==> config.mk <==
export PLATFORM = sky130hd
export DESIGN_NAME = miriscv_decode_stage
export DESIGN_NICKNAME = d
export VERILOG_FILES = /design/src/rtl/miriscv_decode_stage.sv
export SDC_FILE = /design/constraint.sdc
export NUM_CORES = 1
export LEC_CHECK = 0
export ABC_CLOCK_PERIOD_IN_PS = 6400
export CAP_MARGIN = 20
export CORE_ASPECT_RATIO = 0.5
export CORE_MARGIN = 2
export CORE_UTILIZATION = 40
export CTS_CLUSTER_DIAMETER = 40
export DETAILED_ROUTE_END_ITERATION = 16
export PLACE_DENSITY_LB_ADDON = 0.15
export SYNTH_ARGS = -nofsm -noshare
export SYNTH_HDL_FRONTEND = slang
export SYNTH_SLANG_ARGS = --single-unit
==> constraint.sdc <==
create_clock -name clk_i -period 6.4 [get_ports clk_i]
set_input_delay 0.64 -clock clk_i [delete_from_list [all_inputs] [get_ports clk_i]]
set_output_delay 0.64 -clock clk_i [all_outputs]
set_load 0.005 [all_outputs]
==> src/rtl/miriscv_decode_stage.sv <==
// Registered instruction-decode stage: decodes RV32I (optionally RV32M) words and
// buffers the decoded fields in a small circular queue between fetch and execute.
module miriscv_decode_stage #(
    parameter  int DEPTH        = 2,
    parameter  bit EN_MUL       = 1'b0,
    parameter  int ILL_CNT_W    = 16,
    localparam int ALU_OP_WIDTH = 5
) (
    input  logic                    clk_i,
    input  logic                    rst_i,
    input  logic                    fetch_valid_i,
    output logic                    fetch_ready_o,
    input  logic [31:0]             fetch_instr_i,
    input  logic [31:0]             fetch_pc_i,
    input  logic                    flush_i,
    output logic                    dec_valid_o,
    input  logic                    dec_ready_i,
    output logic [31:0]             dec_instr_o,
    output logic [31:0]             dec_pc_o,
    output logic [1:0]              a_sel_o,
    output logic [2:0]              b_sel_o,
    output logic [ALU_OP_WIDTH-1:0] alu_op_o,
    output logic                    mul_o,
    output logic [2:0]              mul_funct_o,
    output logic                    mem_req_o,
    output logic                    mem_we_o,
    output logic [2:0]              mem_size_o,
    output logic                    gpr_we_o,
    output logic                    wb_src_o,
    output logic                    illegal_o,
    output logic                    branch_o,
    output logic                    jal_o,
    output logic                    jalr_o,
    output logic [ILL_CNT_W-1:0]    illegal_cnt_o
);

    localparam int PTR_W = $clog2(DEPTH);
    localparam int CNT_W = PTR_W + 1;

    localparam logic [1:0] TYPE_A_RD1  = 2'd0;
    localparam logic [1:0] TYPE_A_PC   = 2'd1;
    localparam logic [1:0] TYPE_A_ZERO = 2'd2;

    localparam logic [2:0] TYPE_B_RD2   = 3'd0;
    localparam logic [2:0] TYPE_B_IMM_I = 3'd1;
    localparam logic [2:0] TYPE_B_IMM_U = 3'd2;
    localparam logic [2:0] TYPE_B_IMM_S = 3'd3;
    localparam logic [2:0] TYPE_B_INCR  = 3'd4;

    localparam logic [ALU_OP_WIDTH-1:0] ALU_ADD  = 5'b00000;
    localparam logic [ALU_OP_WIDTH-1:0] ALU_SUB  = 5'b01000;
    localparam logic [ALU_OP_WIDTH-1:0] ALU_XOR  = 5'b00100;
    localparam logic [ALU_OP_WIDTH-1:0] ALU_OR   = 5'b00110;
    localparam logic [ALU_OP_WIDTH-1:0] ALU_AND  = 5'b00111;
    localparam logic [ALU_OP_WIDTH-1:0] ALU_SRA  = 5'b01101;
    localparam logic [ALU_OP_WIDTH-1:0] ALU_SRL  = 5'b00101;
    localparam logic [ALU_OP_WIDTH-1:0] ALU_SLL  = 5'b00001;
    localparam logic [ALU_OP_WIDTH-1:0] ALU_LTS  = 5'b11100;
    localparam logic [ALU_OP_WIDTH-1:0] ALU_LTU  = 5'b11110;
    localparam logic [ALU_OP_WIDTH-1:0] ALU_GES  = 5'b11101;
    localparam logic [ALU_OP_WIDTH-1:0] ALU_GEU  = 5'b11111;
    localparam logic [ALU_OP_WIDTH-1:0] ALU_EQ   = 5'b11000;
    localparam logic [ALU_OP_WIDTH-1:0] ALU_NE   = 5'b11001;
    localparam logic [ALU_OP_WIDTH-1:0] ALU_SLTS = 5'b00010;
    localparam logic [ALU_OP_WIDTH-1:0] ALU_SLTU = 5'b00011;

    localparam logic [4:0] OPCODE_LOAD          = 5'b00000;
    localparam logic [4:0] OPCODE_MISC_MEM      = 5'b00011;
    localparam logic [4:0] OPCODE_OPERATION_IMM = 5'b00100;
    localparam logic [4:0] OPCODE_AUIPC         = 5'b00101;
    localparam logic [4:0] OPCODE_STORE         = 5'b01000;
    localparam logic [4:0] OPCODE_OPERATION_REG = 5'b01100;
    localparam logic [4:0] OPCODE_LUI           = 5'b01101;
    localparam logic [4:0] OPCODE_BRANCH        = 5'b11000;
    localparam logic [4:0] OPCODE_JALR          = 5'b11001;
    localparam logic [4:0] OPCODE_JAL           = 5'b11011;
    localparam logic [4:0] OPCODE_SYSTEM        = 5'b11100;

    localparam logic [2:0] DATA_SIZE_WORD        = 3'd2;
    localparam logic       WRITEBACK_FROM_RESULT = 1'b0;
    localparam logic       WRITEBACK_FROM_DATA   = 1'b1;

    typedef struct packed {
        logic [31:0]             instr;
        logic [31:0]             pc;
        logic [1:0]              aSel;
        logic [2:0]              bSel;
        logic [ALU_OP_WIDTH-1:0] aluOp;
        logic                    mul;
        logic [2:0]              mulFunct;
        logic                    memReq;
        logic                    memWe;
        logic [2:0]              memSize;
        logic                    gprWe;
        logic                    wbSrc;
        logic                    illegal;
        logic                    branch;
        logic                    jal;
        logic                    jalr;
    } entryT;

    entryT               dec;
    entryT               legalDefault;
    entryT               head;
    entryT               mem [DEPTH];
    logic [PTR_W-1:0]    rdPtr;
    logic [PTR_W-1:0]    wrPtr;
    logic [CNT_W-1:0]    count;
    logic [ILL_CNT_W-1:0] illCnt;
    logic                ill;
    logic                full;
    logic                showHead;
    logic                push;
    logic                pop;

    logic [4:0] opcode;
    logic [2:0] func3;
    logic [6:0] func7;

    assign opcode = fetch_instr_i[6:2];
    assign func3  = fetch_instr_i[14:12];
    assign func7  = fetch_instr_i[31:25];

    always_comb begin
        legalDefault         = '0;
        legalDefault.instr   = fetch_instr_i;
        legalDefault.pc      = fetch_pc_i;
        legalDefault.aSel    = TYPE_A_RD1;
        legalDefault.bSel    = TYPE_B_RD2;
        legalDefault.aluOp   = ALU_ADD;
        legalDefault.memSize = DATA_SIZE_WORD;
        legalDefault.wbSrc   = WRITEBACK_FROM_RESULT;
    end

    // Decode fields per opcode; anything flagged illegal collapses back to the safe defaults.
    always_comb begin
        dec = legalDefault;
        ill = 1'b0;
        if (fetch_instr_i[1:0] != 2'b11) begin
            ill = 1'b1;
        end else begin
            case (opcode)
                OPCODE_LOAD: begin
                    dec.bSel    = TYPE_B_IMM_I;
                    dec.memReq  = 1'b1;
                    dec.memSize = func3;
                    dec.gprWe   = 1'b1;
                    dec.wbSrc   = WRITEBACK_FROM_DATA;
                    ill = (func3 == 3'b011) || (func3[2:1] == 2'b11);
                end
                OPCODE_STORE: begin
                    dec.bSel    = TYPE_B_IMM_S;
                    dec.memReq  = 1'b1;
                    dec.memWe   = 1'b1;
                    dec.memSize = func3;
                    ill = (func3 >= 3'd3);
                end
                OPCODE_OPERATION_IMM: begin
                    dec.bSel  = TYPE_B_IMM_I;
                    dec.gprWe = 1'b1;
                    case (func3)
                        3'b000: dec.aluOp = ALU_ADD;
                        3'b010: dec.aluOp = ALU_SLTS;
                        3'b011: dec.aluOp = ALU_SLTU;
                        3'b100: dec.aluOp = ALU_XOR;
                        3'b110: dec.aluOp = ALU_OR;
                        3'b111: dec.aluOp = ALU_AND;
                        3'b001: begin
                            dec.aluOp = ALU_SLL;
                            ill = (func7 != 7'h00);
                        end
                        default: begin
                            if (func7 == 7'h00)      dec.aluOp = ALU_SRL;
                            else if (func7 == 7'h20) dec.aluOp = ALU_SRA;
                            else                     ill = 1'b1;
                        end
                    endcase
                end
                OPCODE_OPERATION_REG: begin
                    dec.gprWe = 1'b1;
                    if (EN_MUL && func7 == 7'h01) begin
                        dec.mul      = 1'b1;
                        dec.mulFunct = func3;
                    end else begin
                        case ({func7, func3})
                            {7'h00, 3'b000}: dec.aluOp = ALU_ADD;
                            {7'h20, 3'b000}: dec.aluOp = ALU_SUB;
                            {7'h00, 3'b001}: dec.aluOp = ALU_SLL;
                            {7'h00, 3'b010}: dec.aluOp = ALU_SLTS;
                            {7'h00, 3'b011}: dec.aluOp = ALU_SLTU;
                            {7'h00, 3'b100}: dec.aluOp = ALU_XOR;
                            {7'h00, 3'b101}: dec.aluOp = ALU_SRL;
                            {7'h20, 3'b101}: dec.aluOp = ALU_SRA;
                            {7'h00, 3'b110}: dec.aluOp = ALU_OR;
                            {7'h00, 3'b111}: dec.aluOp = ALU_AND;
                            default:         ill = 1'b1;
                        endcase
                    end
                end
                OPCODE_BRANCH: begin
                    dec.branch = 1'b1;
                    case (func3)
                        3'b000:  dec.aluOp = ALU_EQ;
                        3'b001:  dec.aluOp = ALU_NE;
                        3'b100:  dec.aluOp = ALU_LTS;
                        3'b101:  dec.aluOp = ALU_GES;
                        3'b110:  dec.aluOp = ALU_LTU;
                        3'b111:  dec.aluOp = ALU_GEU;
                        default: ill = 1'b1;
                    endcase
                end
                OPCODE_JAL: begin
                    dec.aSel  = TYPE_A_PC;
                    dec.bSel  = TYPE_B_INCR;
                    dec.gprWe = 1'b1;
                    dec.jal   = 1'b1;
                end
                OPCODE_JALR: begin
                    dec.aSel  = TYPE_A_PC;
                    dec.bSel  = TYPE_B_INCR;
                    dec.gprWe = 1'b1;
                    dec.jalr  = 1'b1;
                    ill = (func3 != 3'b000);
                end
                OPCODE_LUI: begin
                    dec.aSel  = TYPE_A_ZERO;
                    dec.bSel  = TYPE_B_IMM_U;
                    dec.gprWe = 1'b1;
                end
                OPCODE_AUIPC: begin
                    dec.aSel  = TYPE_A_PC;
                    dec.bSel  = TYPE_B_IMM_U;
                    dec.gprWe = 1'b1;
                end
                OPCODE_MISC_MEM, OPCODE_SYSTEM: ;
                default: ill = 1'b1;
            endcase
        end
        if (ill) begin
            dec         = legalDefault;
            dec.illegal = 1'b1;
        end
    end

    assign full          = (count == CNT_W'(DEPTH));
    assign fetch_ready_o = !full && !rst_i;
    assign showHead      = (count != '0) && !rst_i;
    assign push          = fetch_valid_i && fetch_ready_o && !flush_i;
    assign pop           = dec_valid_o && dec_ready_i && !flush_i;

    // Queue storage needs no reset: the head is masked to zero whenever the queue is empty.
    always_ff @(posedge clk_i) begin
        if (push) mem[wrPtr] <= dec;
    end

    always_ff @(posedge clk_i) begin
        if (rst_i || flush_i) begin
            rdPtr <= '0;
            wrPtr <= '0;
            count <= '0;
        end else begin
            if (push) wrPtr <= wrPtr + PTR_W'(1);
            if (pop)  rdPtr <= rdPtr + PTR_W'(1);
            if (push && !pop)      count <= count + CNT_W'(1);
            else if (pop && !push) count <= count - CNT_W'(1);
        end
    end

    always_ff @(posedge clk_i) begin
        if (rst_i) begin
            illCnt <= '0;
        end else if (push && dec.illegal && illCnt != '1) begin
            illCnt <= illCnt + ILL_CNT_W'(1);
        end
    end

    assign head          = showHead ? mem[rdPtr] : '0;
    assign dec_valid_o   = showHead;
    assign dec_instr_o   = head.instr;
    assign dec_pc_o      = head.pc;
    assign a_sel_o       = head.aSel;
    assign b_sel_o       = head.bSel;
    assign alu_op_o      = head.aluOp;
    assign mul_o         = head.mul;
    assign mul_funct_o   = head.mulFunct;
    assign mem_req_o     = head.memReq;
    assign mem_we_o      = head.memWe;
    assign mem_size_o    = head.memSize;
    assign gpr_we_o      = head.gprWe;
    assign wb_src_o      = head.wbSrc;
    assign illegal_o     = head.illegal;
    assign branch_o      = head.branch;
    assign jal_o         = head.jal;
    assign jalr_o        = head.jalr;
    assign illegal_cnt_o = rst_i ? '0 : illCnt;

endmodule

# --- After elaboration in Yosys (flattened, before gate mapping) ---
# Memories as Yosys holds them, arrays and structs flattened. A register that Yosys moved wholly into a read port is not among the register bits.
# Cells that the tools add are included.
word_totals:
  register_bits: 20
  latchBits: 0
  mem_bits_rw: 178
  romBits: 0
  output_inout_bits: 107
  memories: 1
memory_table:
  columns: ["memory", "words", "width", "rd", "rd_ports_with_merged_regs", "wr", "line", "text"]
  rows:
  - ["mem", 2, 89, 1, 1, 1, "105", "entryT mem [DEPTH];"]
op_classes:
  addsub: 5
  multipliers: 0
  n_div: 0
  magnitude_cmp: 1
  n_eq_ne: 31
  n_shift: 0
  mux: 35
  bitwise_logic: 0
  n_reduce_logical: 35
op_table:
  columns: ["operator", "n"]
  rows:
  - ["two-way mux 89 bit", 1]
  - ["== test 10 x 3 -> 1 bit, second input constant", 4]
  - ["one-hot mux 4 bit (9 select lines)", 1]
  - ["one-hot mux 5 bit (6 select lines)", 1]
  - ["one-hot mux 4 bit (7 select lines)", 1]
  - ["two-way mux 25 bit", 1]
  - ["== test 10 x 2 -> 1 bit, second input constant", 2]
  - ["== test 10 x 9 -> 1 bit, second input constant", 2]
  - ["== test 5 bit, second input constant", 4]
  - ["adder 16 x 1 -> 16 bit, second input constant", 1]
  - ["two-way mux 1 bit", 16]
  - ["two-way mux 16 bit", 1]
  - ["!= test 16 bit, second input constant", 1]
  - ["== test 5 x 4 -> 1 bit, second input constant", 3]
  - ["one-hot mux 5 bit (3 select lines)", 1]
  - ["== test 3 bit, second input constant", 4]
  - ["one-hot mux 3 bit (4 select lines)", 1]
  - ["OR reduction 6 bit", 2]
  - ["== test 10 x 1 -> 1 bit, second input constant", 1]
  - ["== test 5 x 3 -> 1 bit, second input constant", 2]
  - ["logical AND 1 bit", 10]
  - ["zero test 10 bit", 1]
  - ["two-way mux 10 bit", 1]
  - ["OR reduction 10 bit", 1]
  - ["other kinds (29)", 44]

# --- Longest topological paths before layout ---
depth:
  ltp_word: 9
  mapped_depth: 9

# --- Least setup slack after synthesis ---
# OpenSTA, ideal clock, no wires.
synth_path:
  kind: "in2reg"
  start: "in rst_i"
  end: "mem mem[0][0] in the netlist's numbering, enable pin"
  arrival_time_ps: 4619
  slack_ps: 1252
  cell_stages: 4
  path_buffers: 1
  path_cell_list: "clkbuf_1 -> nor2_1 -> nand3_1 -> nor2_1"
synth_between:
  elab_chain_cells: 6
synth_rtl:
  columns: ["element", "line", "text"]
  rows:
  - ["from (decl)", "10", "input logic rst_i,"]
  - ["zero test 1 bit", "246", "assign fetch_ready_o = !full && !rst_i;"]
  - ["logical AND 1 bit", "246", null]
  - ["logical AND 1 bit (2 in a row)", "248", "assign push = fetch_valid_i && fetch_ready_o && !flush_i;"]
  - ["two-way mux 1 bit", "253", "if (push) mem[wrPtr] <= dec;"]
  - ["two-way mux 1 bit (not written as such)", "253", null]
  - ["to (decl)", "105", null]
# No other way between the ends.

# --- Final worst setup path ---
layout_path:
  start: "in rst_i"
  end: "out dec_instr_o[30]"
layout_between:
  elab_chain_cells: 3
layout_rtl:
  columns: ["element", "line", "text"]
  rows:
  - ["zero test 1 bit", "247", "assign showHead = (count != '0) && !rst_i;"]
  - ["logical AND 1 bit", "247", null]
  - ["two-way mux 89 bit", "277", "assign head = showHead ? mem[rdPtr] : '0;"]
  - ["to (decl)", "18", "output logic [31:0] dec_instr_o,"]
# No other way between the ends.

==> impl_metrics.csv <==
group,metric,value,unit
place,dpl_cell_area,10000,um2
cells_and_area,syn2layout_area_growth,31.2,%
logic_synthesis,ys_seq_area_frac,0.685,
drt,drcViolationCount,0,
logic_synthesis,synth.cell_area,8060,um2
logic_synthesis,synth_edf_count,170,
drt,via_per_inst,4.96,
clock_tree,worstSkewPairLatency,430,ps
worst_setup_path,crit_chain,"clkdlybuf4s50_1 > buf_4 > o21bai_4 > buf_4 > nor2_1 > clkdlybuf4s50_1",
pwr,p_seq_frac,0.549,
pwr,leakage,0.00333,uW
logic_synthesis,syn_area_per_cell,13.6,um2
logic_synthesis,synth_flop_cell,"edfxtp_1",
worst_setup_path,cp-end-kind,"primary output",
clock_tree,ctsHtreeMaxLevel,4,
pwr,p_comb_frac,0.055,
pwr,power_frac_clock,0.396,
sta,timing.fmax,260,MHz
cells_and_area,drive_above_1_share,0.0792,
pwr,p_int,1950,uW
sta,setup_viol_count_final,0,
cells_and_area,nNetsFinal,828,
clock_tree,cts.sinks,191,
place,io_buffers,171,
grt,grt.overflow.total,0,
logic_synthesis,synth_cell_types,53,
logic_synthesis,yosysTopAreaCellShare,0.633,
logic_synthesis,synth-async-reset-ratio,0,
grt,grt_use_total,0.166,
cells_and_area,final_common_cell,"clkdlybuf4s50_1",
sta,slew_violations,0,
worst_setup_path,critPathArrivalTime,3210,ps
cells_and_area,antennaDiodeCount,0,
drt,first_pass_iters,4,
run_status,status,"finished clean",
drt,vias,5137,
sta,fin_skew,9.84,ps
pwr,peakVddDrop,0.000166,V
grt,grt_max_degree,62,
worst_setup_path,cp_data_required_time,5760,ps
floorplanning,fp.dieH,104,um
clock_tree,cts_hold_buf,0,
place,dp_hpwl,11400,um
clock_tree,clk_pin_slew,70,ps
sta,worst_pin_slew,982,ps
grt,grt_pass1_vias,5091,
floorplanning,die_w,205,um
sta,finalCritPeriodShare,0.602,
worst_setup_path,critPathMaxStageDelay,600,ps
worst_setup_path,cp.buffers_inverters,4,
pwr,totalPowerFinal,2510,uW
drt,routed_wl,17400,um
drt,detail-route-antenna-nets,0,
pwr,power.density,237,nW/um2
logic_synthesis,synth_area_leaders,"edfxtp_1 63%, mux2i_1 11%, nor2_1 5.5%",
sta,finalCriticalPeriod,3850,ps
worst_setup_path,cp_slowest_cell,"buf_4",
worst_setup_path,critPathKind,"input pin to primary output",
sta,hold_violations,0,
cells_and_area,fin_area,10600,um2
clock_tree,cts_tree,"done",
worst_setup_path,crit_fanout,49,
worst_setup_path,cp_top_family,"buffers and inverters",
floorplanning,core-area,19600,um2
grt,grt_pass1_wl,27100,um
logic_synthesis,netlist_instances,595,
drt,drt-initial-drc-count,264,
sta,final.setup.tns,0,ps
cells_and_area,most-common-layout-cells,"171 x clkdlybuf4s50_1, 170 x edfxtp_1, 118 x nor2_1",
pwr,p_sw_frac,0.222,
logic_synthesis,ys_warn_count,0,
clock_tree,cts_buffer_depth,2,
sta,slew_headroom,0.344,
floorplanning,rows,36,
cells_and_area,fill_cells,1649,
floorplanning,start_util,0.411,
clock_tree,root_buffer,"clkbuf_16",
place,place_congestion,0.844,
logic_synthesis,ys_ff_latch,191,
floorplanning,die-area,21400,um2
sta,rsz0062_at_grt,"false",
worst_setup_path,start_kind,"input pin",
clock_tree,post-cts-setup-buffers,0,
flow_run,maxCapViolCount,0,
drt,wire_per_inst,16.8,um
clock_tree,cts_buffers,17,
floorplanning,io_pins,176,
clock_tree,cts_resized,0,
logic_synthesis,synth_largest_area_cell,"edfxtp_1",
pwr,switchingPower,558,uW
cells_and_area,final_util,0.540,
worst_setup_path,r2r_slack,3690,ps
worst_hold_path,hold_class,"flop to flop",
grt,antenna_found_initial,0,
## Yosys cell counts (2+ instances only)
cell,instances
nor2_1,119
nor2b_1,14
nand2_1,15
mux2_2,14
nor3_1,10
dfxtp_1,21
buf_2,3
or3_1,6
and2_1,4
nor4_1,4
buf_1,14
mux2i_1,85
xor2_1,4
buf_4,4
clkbuf_1,15
o31ai_1,2
a211oi_1,3
nand4_1,8
a21oi_1,8
inv_1,10
xnor2_1,2
edfxtp_1,170
nand2b_1,6
ha_1,2
nand3_1,8
o32ai_1,2
and3_1,5
nor4b_1,3
o21ai_0,10
## worst min-delay path, delay by kind of cell (launching register included)
family,cells,cell delay [ps]
AOI/OAI and AO/OA,2,140
DFF,1,350
## power groups by stage
stage | clock network (uW) | registers [uW] | logic, uW
after floorplan | 0 | 1410 | 60.7
after global placement | 0 | 1400 | 137
after detailed placement | 0 | 1410 | 140
after CTS | 1020 | 1380 | 141
after global routing | 1080 | 1380 | 152
final | 994 | 1380 | 139
## through the flow
step	std cells	setup WS, ps	hold slack, ps
floorplan	598	1250	478
global placement	1004	2490	493
detailed placement	1004	2330	507
CTS	1036	2500	520
global route	1036	2320	541
finish	1036	2550	530
## routing by layer
layer	vias up	GRT usage	wire length [um]
met5	-	0	0
met1	2517	0.224	8180
met2	119	0.264	8270
li1	2491	-	-
met4	0	0.0378	112
met3	10	0.0476	858
## layout make-up
cell class	count	area (um2)	share of cell area
flip-flops and latches	191	5530	0.523
multi-input cells	359	2360	0.223
clock buffers	17	425	0.0402
clock inverters	15	130	0.0123
repair buffers	177	1760	0.166
well taps	266	333	0.0315
inverters	11	41.3	0.00390
## cells by family after synthesis
group | after synthesis | share of synthesized area
AOI/OAI and AO/OA | 34 | 0.0272
xor gates and xnor gates | 6 | 0.00652
adders and majority gates | 2 | 0.00310
buffers and inverters | 48 | 0.0256
DFF | 191 | 0.685
muxes | 100 | 0.127
other | 1 | 0.000465
and+or+nand+nor | 213 | 0.125
## final timing paths
| kind | depth (start not counted) | start | endpoint |
|---|---|---|---|
| setup / recovery | 6 | rst_i | dec_instr_o[30] |
| hold / removal | 2 | illCnt[15]$_SDFFE_PP0P_ | illCnt[15]$_SDFFE_PP0P_ |
| setup reg to reg | 5 | count[0]$_SDFFE_PP0P_ | mem[1][52]$_DFFE_PP_ |
| hold reg to reg | 2 | illCnt[15]$_SDFFE_PP0P_ | illCnt[15]$_SDFFE_PP0P_ |
## sequential cells by signal (all words and copies together), names as in the netlist, named ones only
name	flops
wrPtr	1
illCnt	16
mem	170
count	2
rdPtr	1
No activity file was read; power rests on OpenSTA's default activity.
